## config.mk

```make
export PLATFORM = sky130hd
export DESIGN_NAME = osd_textbuf_ctl
export DESIGN_NICKNAME = d
export VERILOG_FILES = /design/src/rtl/osd_textbuf_pkg.sv /design/src/rtl/osd_cursor.sv /design/src/rtl/osd_textbuf_ctl.sv
export SDC_FILE = /design/constraint.sdc
export NUM_CORES = 1
export LEC_CHECK = 0
export BUFFER_PORTS_ARGS = -buffer_cell sky130_fd_sc_hd__buf_2
export CELL_PAD_IN_SITES_DETAIL_PLACEMENT = 0
export CELL_PAD_IN_SITES_GLOBAL_PLACEMENT = 1
export CORE_MARGIN = 5
export CORE_UTILIZATION = 45
export DETAILED_ROUTE_END_ITERATION = 10
export HOLD_SLACK_MARGIN = 0.02
export PLACE_DENSITY = 0.93
export REMOVE_ABC_BUFFERS = 1
export SKIP_CTS_REPAIR_TIMING = 1
export SYNTH_ARGS = -nofsm -noshare
export SYNTH_HDL_FRONTEND = slang
export SYNTH_HIERARCHICAL = 1
export SYNTH_SLANG_ARGS = --single-unit
```

## constraint.sdc

```tcl
create_clock -name clk -period 6.3 [get_ports clk]
set_input_delay 1.26 -clock clk [delete_from_list [all_inputs] [get_ports clk]]
set_output_delay 1.26 -clock clk [all_outputs]
set_load 0.02 [all_outputs]
```

## src/rtl/osd_textbuf_pkg.sv

```systemverilog
`default_nettype none
// ============================================================================
//  Module   : osd_textbuf_pkg
//  Purpose  : Shared definitions for the OSD text-buffer controller:
//             opcodes, default window geometry, control characters and
//             the controller state encoding.
//  Revision : 1.0  initial release
// ============================================================================
package osd_textbuf_pkg;

   // Default window geometry (32 columns x 8 rows, 256-entry buffer)
   localparam int WINDOW_W_DEF = 32;
   localparam int WINDOW_H_DEF = 8;
   localparam int LOG2TXT_DEF  = 8;

   // Command opcodes
   localparam logic [2:0] OP_NOP     = 3'd0;
   localparam logic [2:0] OP_PUTC    = 3'd1;
   localparam logic [2:0] OP_GOTOX   = 3'd2;
   localparam logic [2:0] OP_GOTOY   = 3'd3;
   localparam logic [2:0] OP_CLEAR   = 3'd4;
   localparam logic [2:0] OP_SCROLL  = 3'd5;
   localparam logic [2:0] OP_SETATTR = 3'd6;
   localparam logic [2:0] OP_READ    = 3'd7;

   // Control characters interpreted by PUTC
   localparam logic [7:0] CHAR_LF = 8'h0A;
   localparam logic [7:0] CHAR_CR = 8'h0D;

   typedef enum logic [2:0] {
      ST_IDLE  = 3'd0,
      ST_WRITE = 3'd1,
      ST_FILL  = 3'd2,
      ST_SRD   = 3'd3,
      ST_SWR   = 3'd4,
      ST_SFILL = 3'd5,
      ST_RA    = 3'd6,
      ST_RD    = 3'd7
   } state_t;

endpackage : osd_textbuf_pkg
`default_nettype wire

```

## src/rtl/osd_cursor.sv

```systemverilog
`default_nettype none
// ============================================================================
//  Module   : osd_cursor
//  Purpose  : Registered text cursor (x,y) for the OSD controller.
//  Ports    : clk, reset_n        - clock, async active-low reset
//             set_x/x_val         - load column
//             set_y/y_val         - load row
//             advance             - step one column, wrapping to next row
//             newline             - column 0, next row
//             home                - move to (0,0)
//             cursor_x/cursor_y   - current cursor position
//             overflow            - this cycle's advance/newline ran off the
//                                   last row (row is held at the last row)
//  Revision : 1.0  initial release
// ============================================================================
module osd_cursor
   import osd_textbuf_pkg::*;
#(
   parameter int X_W = 5,
   parameter int Y_W = 3
) (
   input  logic           clk,
   input  logic           reset_n,
   input  logic           set_x,
   input  logic [X_W-1:0] x_val,
   input  logic           set_y,
   input  logic [Y_W-1:0] y_val,
   input  logic           advance,
   input  logic           newline,
   input  logic           home,
   output logic [X_W-1:0] cursor_x,
   output logic [Y_W-1:0] cursor_y,
   output logic           overflow
);

   localparam logic [X_W-1:0] c_x_max = {X_W{1'b1}};
   localparam logic [Y_W-1:0] c_y_max = {Y_W{1'b1}};

   logic [X_W-1:0] x_q, x_d;
   logic [Y_W-1:0] y_q, y_d;

   always_comb begin
      x_d      = x_q;
      y_d      = y_q;
      overflow = 1'b0;
      if (home) begin
         x_d = '0;
         y_d = '0;
      end else if (newline) begin
         x_d = '0;
         if (y_q == c_y_max) overflow = 1'b1;
         else                y_d      = y_q + 1'b1;
      end else if (advance) begin
         if (x_q == c_x_max) begin
            x_d = '0;
            if (y_q == c_y_max) overflow = 1'b1;
            else                y_d      = y_q + 1'b1;
         end else begin
            x_d = x_q + 1'b1;
         end
      end else begin
         if (set_x) x_d = x_val;
         if (set_y) y_d = y_val;
      end
   end

   always_ff @(posedge clk or negedge reset_n) begin
      if (!reset_n) begin
         x_q <= '0;
         y_q <= '0;
      end else begin
         x_q <= x_d;
         y_q <= y_d;
      end
   end

   assign cursor_x = x_q;
   assign cursor_y = y_q;

endmodule : osd_cursor
`default_nettype wire

```

## src/rtl/osd_textbuf_ctl.sv

```systemverilog
`default_nettype none
// ============================================================================
//  Module   : osd_textbuf_ctl
//  Purpose  : Command-driven owner of port B of the OSD text buffer.
//             Executes PUTC / cursor moves / CLEAR / SCROLL / READ.
//  Ports    : clk, reset_n              - clock, async active-low reset
//             cmd_valid/cmd_ready       - command handshake
//             cmd_op, cmd_arg           - opcode and argument
//             busy                      - inverse of cmd_ready
//             cursor_x, cursor_y        - current cursor
//             rd_data, rd_valid         - READ result and its strobe
//             buf_address/data/wren     - port B write/read controls
//             buf_q                     - port B read data (1-cycle latency)
//  Revision : 1.0  initial release
// ============================================================================
module osd_textbuf_ctl
   import osd_textbuf_pkg::*;
#(
   parameter int         WINDOW_W  = WINDOW_W_DEF,
   parameter int         WINDOW_H  = WINDOW_H_DEF,
   parameter int         LOG2TXT   = LOG2TXT_DEF,
   parameter logic [7:0] FILL_CHAR = 8'h20
) (
   input  logic                        clk,
   input  logic                        reset_n,
   input  logic                        cmd_valid,
   output logic                        cmd_ready,
   input  logic [2:0]                  cmd_op,
   input  logic [7:0]                  cmd_arg,
   output logic                        busy,
   output logic [$clog2(WINDOW_W)-1:0] cursor_x,
   output logic [$clog2(WINDOW_H)-1:0] cursor_y,
   output logic [7:0]                  rd_data,
   output logic                        rd_valid,
   output logic [LOG2TXT-1:0]          buf_address,
   output logic [7:0]                  buf_data,
   output logic                        buf_wren,
   input  logic [7:0]                  buf_q
);

   localparam int X_W = $clog2(WINDOW_W);
   localparam int Y_W = $clog2(WINDOW_H);

   localparam logic [LOG2TXT-1:0] c_one         = LOG2TXT'(1);
   localparam logic [LOG2TXT-1:0] c_row_w       = LOG2TXT'(WINDOW_W);
   localparam logic [LOG2TXT-1:0] c_last_row    = LOG2TXT'(WINDOW_W * (WINDOW_H - 1));
   localparam logic [LOG2TXT-1:0] c_scroll_last = LOG2TXT'(WINDOW_W * (WINDOW_H - 1) - 1);
   localparam logic [LOG2TXT-1:0] c_addr_last   = LOG2TXT'(WINDOW_W * WINDOW_H - 1);

   state_t               state_q, state_d;
   logic [LOG2TXT-1:0]   addr_q, addr_d;
   logic                 attr_q, attr_d;
   logic [7:0]           rd_data_q, rd_data_d;
   logic                 rd_valid_q, rd_valid_d;
   logic [LOG2TXT-1:0]   buf_address_q, buf_address_d;
   logic [7:0]           buf_data_q, buf_data_d;
   logic                 buf_wren_q, buf_wren_d;

   logic                 w_accept;
   logic [LOG2TXT-1:0]   w_cursor_addr;

   logic                 cur_set_x, cur_set_y, cur_advance, cur_newline, cur_home;
   logic [X_W-1:0]       cur_x_val;
   logic [Y_W-1:0]       cur_y_val;
   logic                 cur_overflow;

   assign cmd_ready     = (state_q == ST_IDLE);
   assign busy          = ~cmd_ready;
   assign w_accept      = cmd_valid & cmd_ready;
   // Power-of-two geometry: row*W + col is just the concatenation
   assign w_cursor_addr = LOG2TXT'({cursor_y, cursor_x});

   osd_cursor #(
      .X_W (X_W),
      .Y_W (Y_W)
   ) u_cursor (
      .clk      (clk),
      .reset_n  (reset_n),
      .set_x    (cur_set_x),
      .x_val    (cur_x_val),
      .set_y    (cur_set_y),
      .y_val    (cur_y_val),
      .advance  (cur_advance),
      .newline  (cur_newline),
      .home     (cur_home),
      .cursor_x (cursor_x),
      .cursor_y (cursor_y),
      .overflow (cur_overflow)
   );

   // Cursor control is decoded separately from the next-state logic so that
   // the overflow flag returned by the cursor does not feed back into the
   // block that produced its inputs.
   always_comb begin
      cur_set_x   = 1'b0;
      cur_set_y   = 1'b0;
      cur_x_val   = cmd_arg[X_W-1:0];
      cur_y_val   = cmd_arg[Y_W-1:0];
      cur_advance = (state_q == ST_WRITE);
      cur_newline = 1'b0;
      cur_home    = (state_q == ST_FILL) && (addr_q == c_addr_last);
      if (w_accept) begin
         case (cmd_op)
            OP_GOTOX: cur_set_x = 1'b1;
            OP_GOTOY: cur_set_y = 1'b1;
            OP_PUTC: begin
               if (cmd_arg == CHAR_CR) begin
                  cur_set_x = 1'b1;
                  cur_x_val = '0;
               end else if (cmd_arg == CHAR_LF) begin
                  cur_newline = 1'b1;
               end
            end
            default: ;
         endcase
      end
   end

   always_comb begin
      state_d       = state_q;
      addr_d        = addr_q;
      attr_d        = attr_q;
      rd_data_d     = rd_data_q;
      rd_valid_d    = 1'b0;
      buf_address_d = buf_address_q;
      buf_data_d    = buf_data_q;
      buf_wren_d    = 1'b0;

      case (state_q)
         ST_IDLE: begin
            if (w_accept) begin
               case (cmd_op)
                  OP_PUTC: begin
                     if (cmd_arg == CHAR_LF) begin
                        if (cur_overflow) begin
                           state_d       = ST_SRD;
                           addr_d        = '0;
                           buf_address_d = c_row_w;
                        end
                     end else if (cmd_arg != CHAR_CR) begin
                        state_d       = ST_WRITE;
                        buf_address_d = w_cursor_addr;
                        buf_data_d    = {cmd_arg[7] | attr_q, cmd_arg[6:0]};
                        buf_wren_d    = 1'b1;
                     end
                  end
                  OP_CLEAR: begin
                     state_d       = ST_FILL;
                     addr_d        = '0;
                     buf_address_d = '0;
                     buf_data_d    = cmd_arg;
                     buf_wren_d    = 1'b1;
                  end
                  OP_SCROLL: begin
                     state_d       = ST_SRD;
                     addr_d        = '0;
                     buf_address_d = c_row_w;
                  end
                  OP_SETATTR: attr_d = cmd_arg[7];
                  OP_READ: begin
                     state_d       = ST_RA;
                     buf_address_d = w_cursor_addr;
                  end
                  default: ;
               endcase
            end
         end

         ST_WRITE: begin
            // Advance happens this cycle; running off the last row scrolls
            if (cur_overflow) begin
               state_d       = ST_SRD;
               addr_d        = '0;
               buf_address_d = c_row_w;
            end else begin
               state_d = ST_IDLE;
            end
         end

         ST_FILL: begin
            if (addr_q == c_addr_last) begin
               state_d = ST_IDLE;
            end else begin
               addr_d        = addr_q + c_one;
               buf_address_d = addr_q + c_one;
               buf_wren_d    = 1'b1;
            end
         end

         // Read a+W, then write it to a in the next cycle (data from buf_q)
         ST_SRD: begin
            state_d       = ST_SWR;
            buf_address_d = addr_q;
            buf_wren_d    = 1'b1;
         end

         ST_SWR: begin
            if (addr_q == c_scroll_last) begin
               state_d       = ST_SFILL;
               addr_d        = c_last_row;
               buf_address_d = c_last_row;
               buf_data_d    = FILL_CHAR;
               buf_wren_d    = 1'b1;
            end else begin
               state_d       = ST_SRD;
               addr_d        = addr_q + c_one;
               buf_address_d = addr_q + c_one + c_row_w;
            end
         end

         ST_SFILL: begin
            if (addr_q == c_addr_last) begin
               state_d = ST_IDLE;
            end else begin
               addr_d        = addr_q + c_one;
               buf_address_d = addr_q + c_one;
               buf_wren_d    = 1'b1;
            end
         end

         ST_RA: state_d = ST_RD;

         ST_RD: begin
            rd_data_d  = buf_q;
            rd_valid_d = 1'b1;
            state_d    = ST_IDLE;
         end

         default: state_d = ST_IDLE;
      endcase
   end

   always_ff @(posedge clk or negedge reset_n) begin
      if (!reset_n) begin
         state_q       <= ST_IDLE;
         addr_q        <= '0;
         attr_q        <= 1'b0;
         rd_data_q     <= '0;
         rd_valid_q    <= 1'b0;
         buf_address_q <= '0;
         buf_data_q    <= '0;
         buf_wren_q    <= 1'b0;
      end else begin
         state_q       <= state_d;
         addr_q        <= addr_d;
         attr_q        <= attr_d;
         rd_data_q     <= rd_data_d;
         rd_valid_q    <= rd_valid_d;
         buf_address_q <= buf_address_d;
         buf_data_q    <= buf_data_d;
         buf_wren_q    <= buf_wren_d;
      end
   end

   assign rd_data     = rd_data_q;
   assign rd_valid    = rd_valid_q;
   assign buf_address = buf_address_q;
   assign buf_wren    = buf_wren_q;
   // Scroll copy passes the RAM output straight through in the write phase
   assign buf_data    = (state_q == ST_SWR) ? buf_q : buf_data_q;

endmodule : osd_textbuf_ctl
`default_nettype wire

```

==> metrics <==
CTS Buffer Depth 2; Gate Count Post-Synth 372; vias after detailed routing 3210; status finished, final reports clean; met1 Usage GRT 0.292; r2r worst-path depth 9; vias per cell 6.15; first-pass GRT wire length 15.8 mm; filler instances 737; GRT met3 Usage 0.0336; CP required 6.48 ns; Worst Tran Pin Value 1.10 ns; Final Cycle Share 0.603; setup TNS 0 ns; maxcap violations 0; fin area 0.00378 mm²; FP Rows 31; Synth top area share 0.348; Async SR Flop Fraction 1.00; Post-Syn Area 0.00331 mm²; CTS H-tree depth 2; GRT met2 Usage 0.366; FF-to-FF End buf_address[2]; sequential cell area fraction in the yosys report 0.348; vias in the first global route 3136; Ys Warns 6; GRT Total Usage 0.221; Setup CP Type input port to flop; Yosys top cell by area dfrtp_1; Slew HR 0.263; CTS tree done; Synth cell types 75; Congestion Overflow GR 0; hold path startpoint buf_address[3]; Power Dens Cells 487 mW/mm²; RD Place Congestion 0.939; core area 0.00721 mm²; Min-Delay Path Class flop to flop; Hold EP buf_address[3]; die footprint 0.00916 mm²; Die Ht 95.7 µm; gr busiest metal met2; n_diodes 0; Post-DRT Antenna Nets 0; Final Core Density 0.524; Post-synth EDFFs 0; initial antenna violation count 0; Crit path top cell by count o211ai_1; Largest stage delay, worst path 0.61 ns; WHS Path Cells 1; arrival time of the worst setup path 3.97 ns; Max VDD drop 223 µV; Yosys reg bits 46; area post-placement 0.00364 mm²; nets 449; initial drt markers 334; CTS clock-pin slew for the worst setup and hold paths 0.09 ns; Fmax achieved 0.263 GHz; final hold viol count 0; RSZ-0062 raised after global routing no; CTS root buf clkbuf_8; Synth area leaders dfrtp_1, nand2_1, mux2i_1, mux2_2, a21oi_1; Critical Path End Type flop; Clock Latency Late Sink 0.30 ns; CP startpoint kind input port; layout cells sized above 1 0.234; Fin Clk Skew 0.00745 ns; IO buf count 57; Final Critical Period 3.80 ns; First-pass DRT Iterations 6; Starting Density 0.458; top_reg_cell synth dfrtp_1; leakage 1.78 nW; Cell Chain, Critical Path buf_2 > nor4_4 > nand4_2 > nor3b_1 > a21oi_1 > nor2_1 > nor4b_1 > a211o_1 > o211ai_1 > o211ai_1; Clock Sinks 46; FF-to-FF setup slack 2.56 ns; drt drc 0; area grow syn2layout 14.4%; final WL 9.61 mm; worst r2r src state_q[0]; Mapped Avg Cell Area 8.89 µm²; count of final max-slew check failures 0; die outline width 95.7 µm; clock buffer count from CTS 5; largest net degree at the start of global routing 47; # setup viols final 0; hpwl dp 7.14 mm; Slowest cell on crit path nor3b_1; I/O pins 58; Crit Path Max Fanout 8; routed length per instance 18.4 µm
worst max-delay path: cells and delay by family:
family / cells / cell delay [ns]
buffers and inverters: 1 / 0.13
and+or+nand+nor: 5 / 1.87
AOI/OAI and AO/OA: 4 / 0.71
routing by layer:
metal / up-vias / routed length, µm
met5: - / 0
met4: 0 / 279
met3: 22 / 512
met2: 130 / 4720
met1: 1570 / 4100
li1: 1488 / -
area by class of cell:
class                      count  area [µm²]  area share
timing repair buffer          60         308      0.0814
multi-input combinational    293        2000       0.528
clock inverter                 2        60.1      0.0159
sequential                    46        1150       0.304
inverter                      16        60.1      0.0159
clock buffer                   6        82.6      0.0218
tap                           99         124      0.0328
how the worst max path moves through the flow:
stage	endpoint	start
after floorplan	state_q[1]	cmd_arg[4]
final	buf_address[6]	cmd_arg[4]
after global placement	buf_address[6]	cmd_arg[4]
after global routing	buf_address[6]	cmd_arg[4]
after detailed placement	buf_address[6]	cmd_arg[4]
after CTS	buf_address[6]	cmd_arg[4]
power by group:
part / switching, mW / total, mW / internal, mW
Clock: 0.105 / 0.274 / 0.169
Combinational: 0.619 / 1.01 / 0.392
Sequential: 0.140 / 0.557 / 0.418
per-stage QoR:
| step | hold WS [ns] | power, mW | setup WS, ns | instances |
|---|---|---|---|---|
| CTS | 0.504 | 1.84 | 2.53 | 522 |
| global placement | 0.477 | 1.54 | 2.34 | 514 |
| floorplan | 0.481 | 1.23 | 2.79 | 355 |
| global route | 0.514 | 1.98 | 2.23 | 522 |
| finish | 0.500 | 1.84 | 2.50 | 522 |
| detailed placement | 0.483 | 1.56 | 2.19 | 514 |
Yosys cell counts, types with 8 or more instances:
| cell type | count |
|---|---|
| nor3_1 | 9 |
| inv_1 | 16 |
| a21oi_1 | 17 |
| o2bb2ai_1 | 9 |
| nand2_1 | 53 |
| mux2_2 | 12 |
| nand2b_1 | 13 |
| dfrtp_1 | 46 |
| nor2_1 | 21 |
| a211oi_1 | 8 |
| mux2i_1 | 14 |
| o21ai_0 | 15 |
| nand3_1 | 9 |
kinds of logic after synthesis:
kind of cell / after synthesis / synth area share
buffers and inverters: 33 / 0.0481
muxes: 26 / 0.0833
adders and majority gates: 5 / 0.0189
DFF: 46 / 0.348
and+or+nand+nor: 153 / 0.255
AOI/OAI and AO/OA: 106 / 0.239
xor gates and xnor gates: 3 / 0.00795
sequential cells by signal, summed over array words and instances (netlist names):
name,cells
addr_q,8
buf_address,8
buf_data_q,8
rd_data,8
u_cursor/cursor_x,5
state_q,3
u_cursor/cursor_y,3
attr_q,1
buf_wren,1
rd_valid,1
cell usage in the layout (no fill, tap or decap), drive strengths merged, types with 3 or more instances in the layout:
cell and count:
a211oi 9, nor2 21, mux2i 14, a21oi 17
mux2 12, or3 4, o22a 3, nand3 9
nand2b 13, and3 5, a221oi 6, buf 60
o22ai 3, nor3 10, nor3b 6, and2 3
nand3b 3, o41ai 3, a2111oi 3, o2bb2ai 9
or2 3, nand4 4, a31oi 6, a211o 3
ha 5, nand2 53, a21o 5, o21ai 16
a2bb2oi 3, inv 16, clkbuf 6, nor2b 5
dfrtp 46
(Power assumes the default switching activity.)
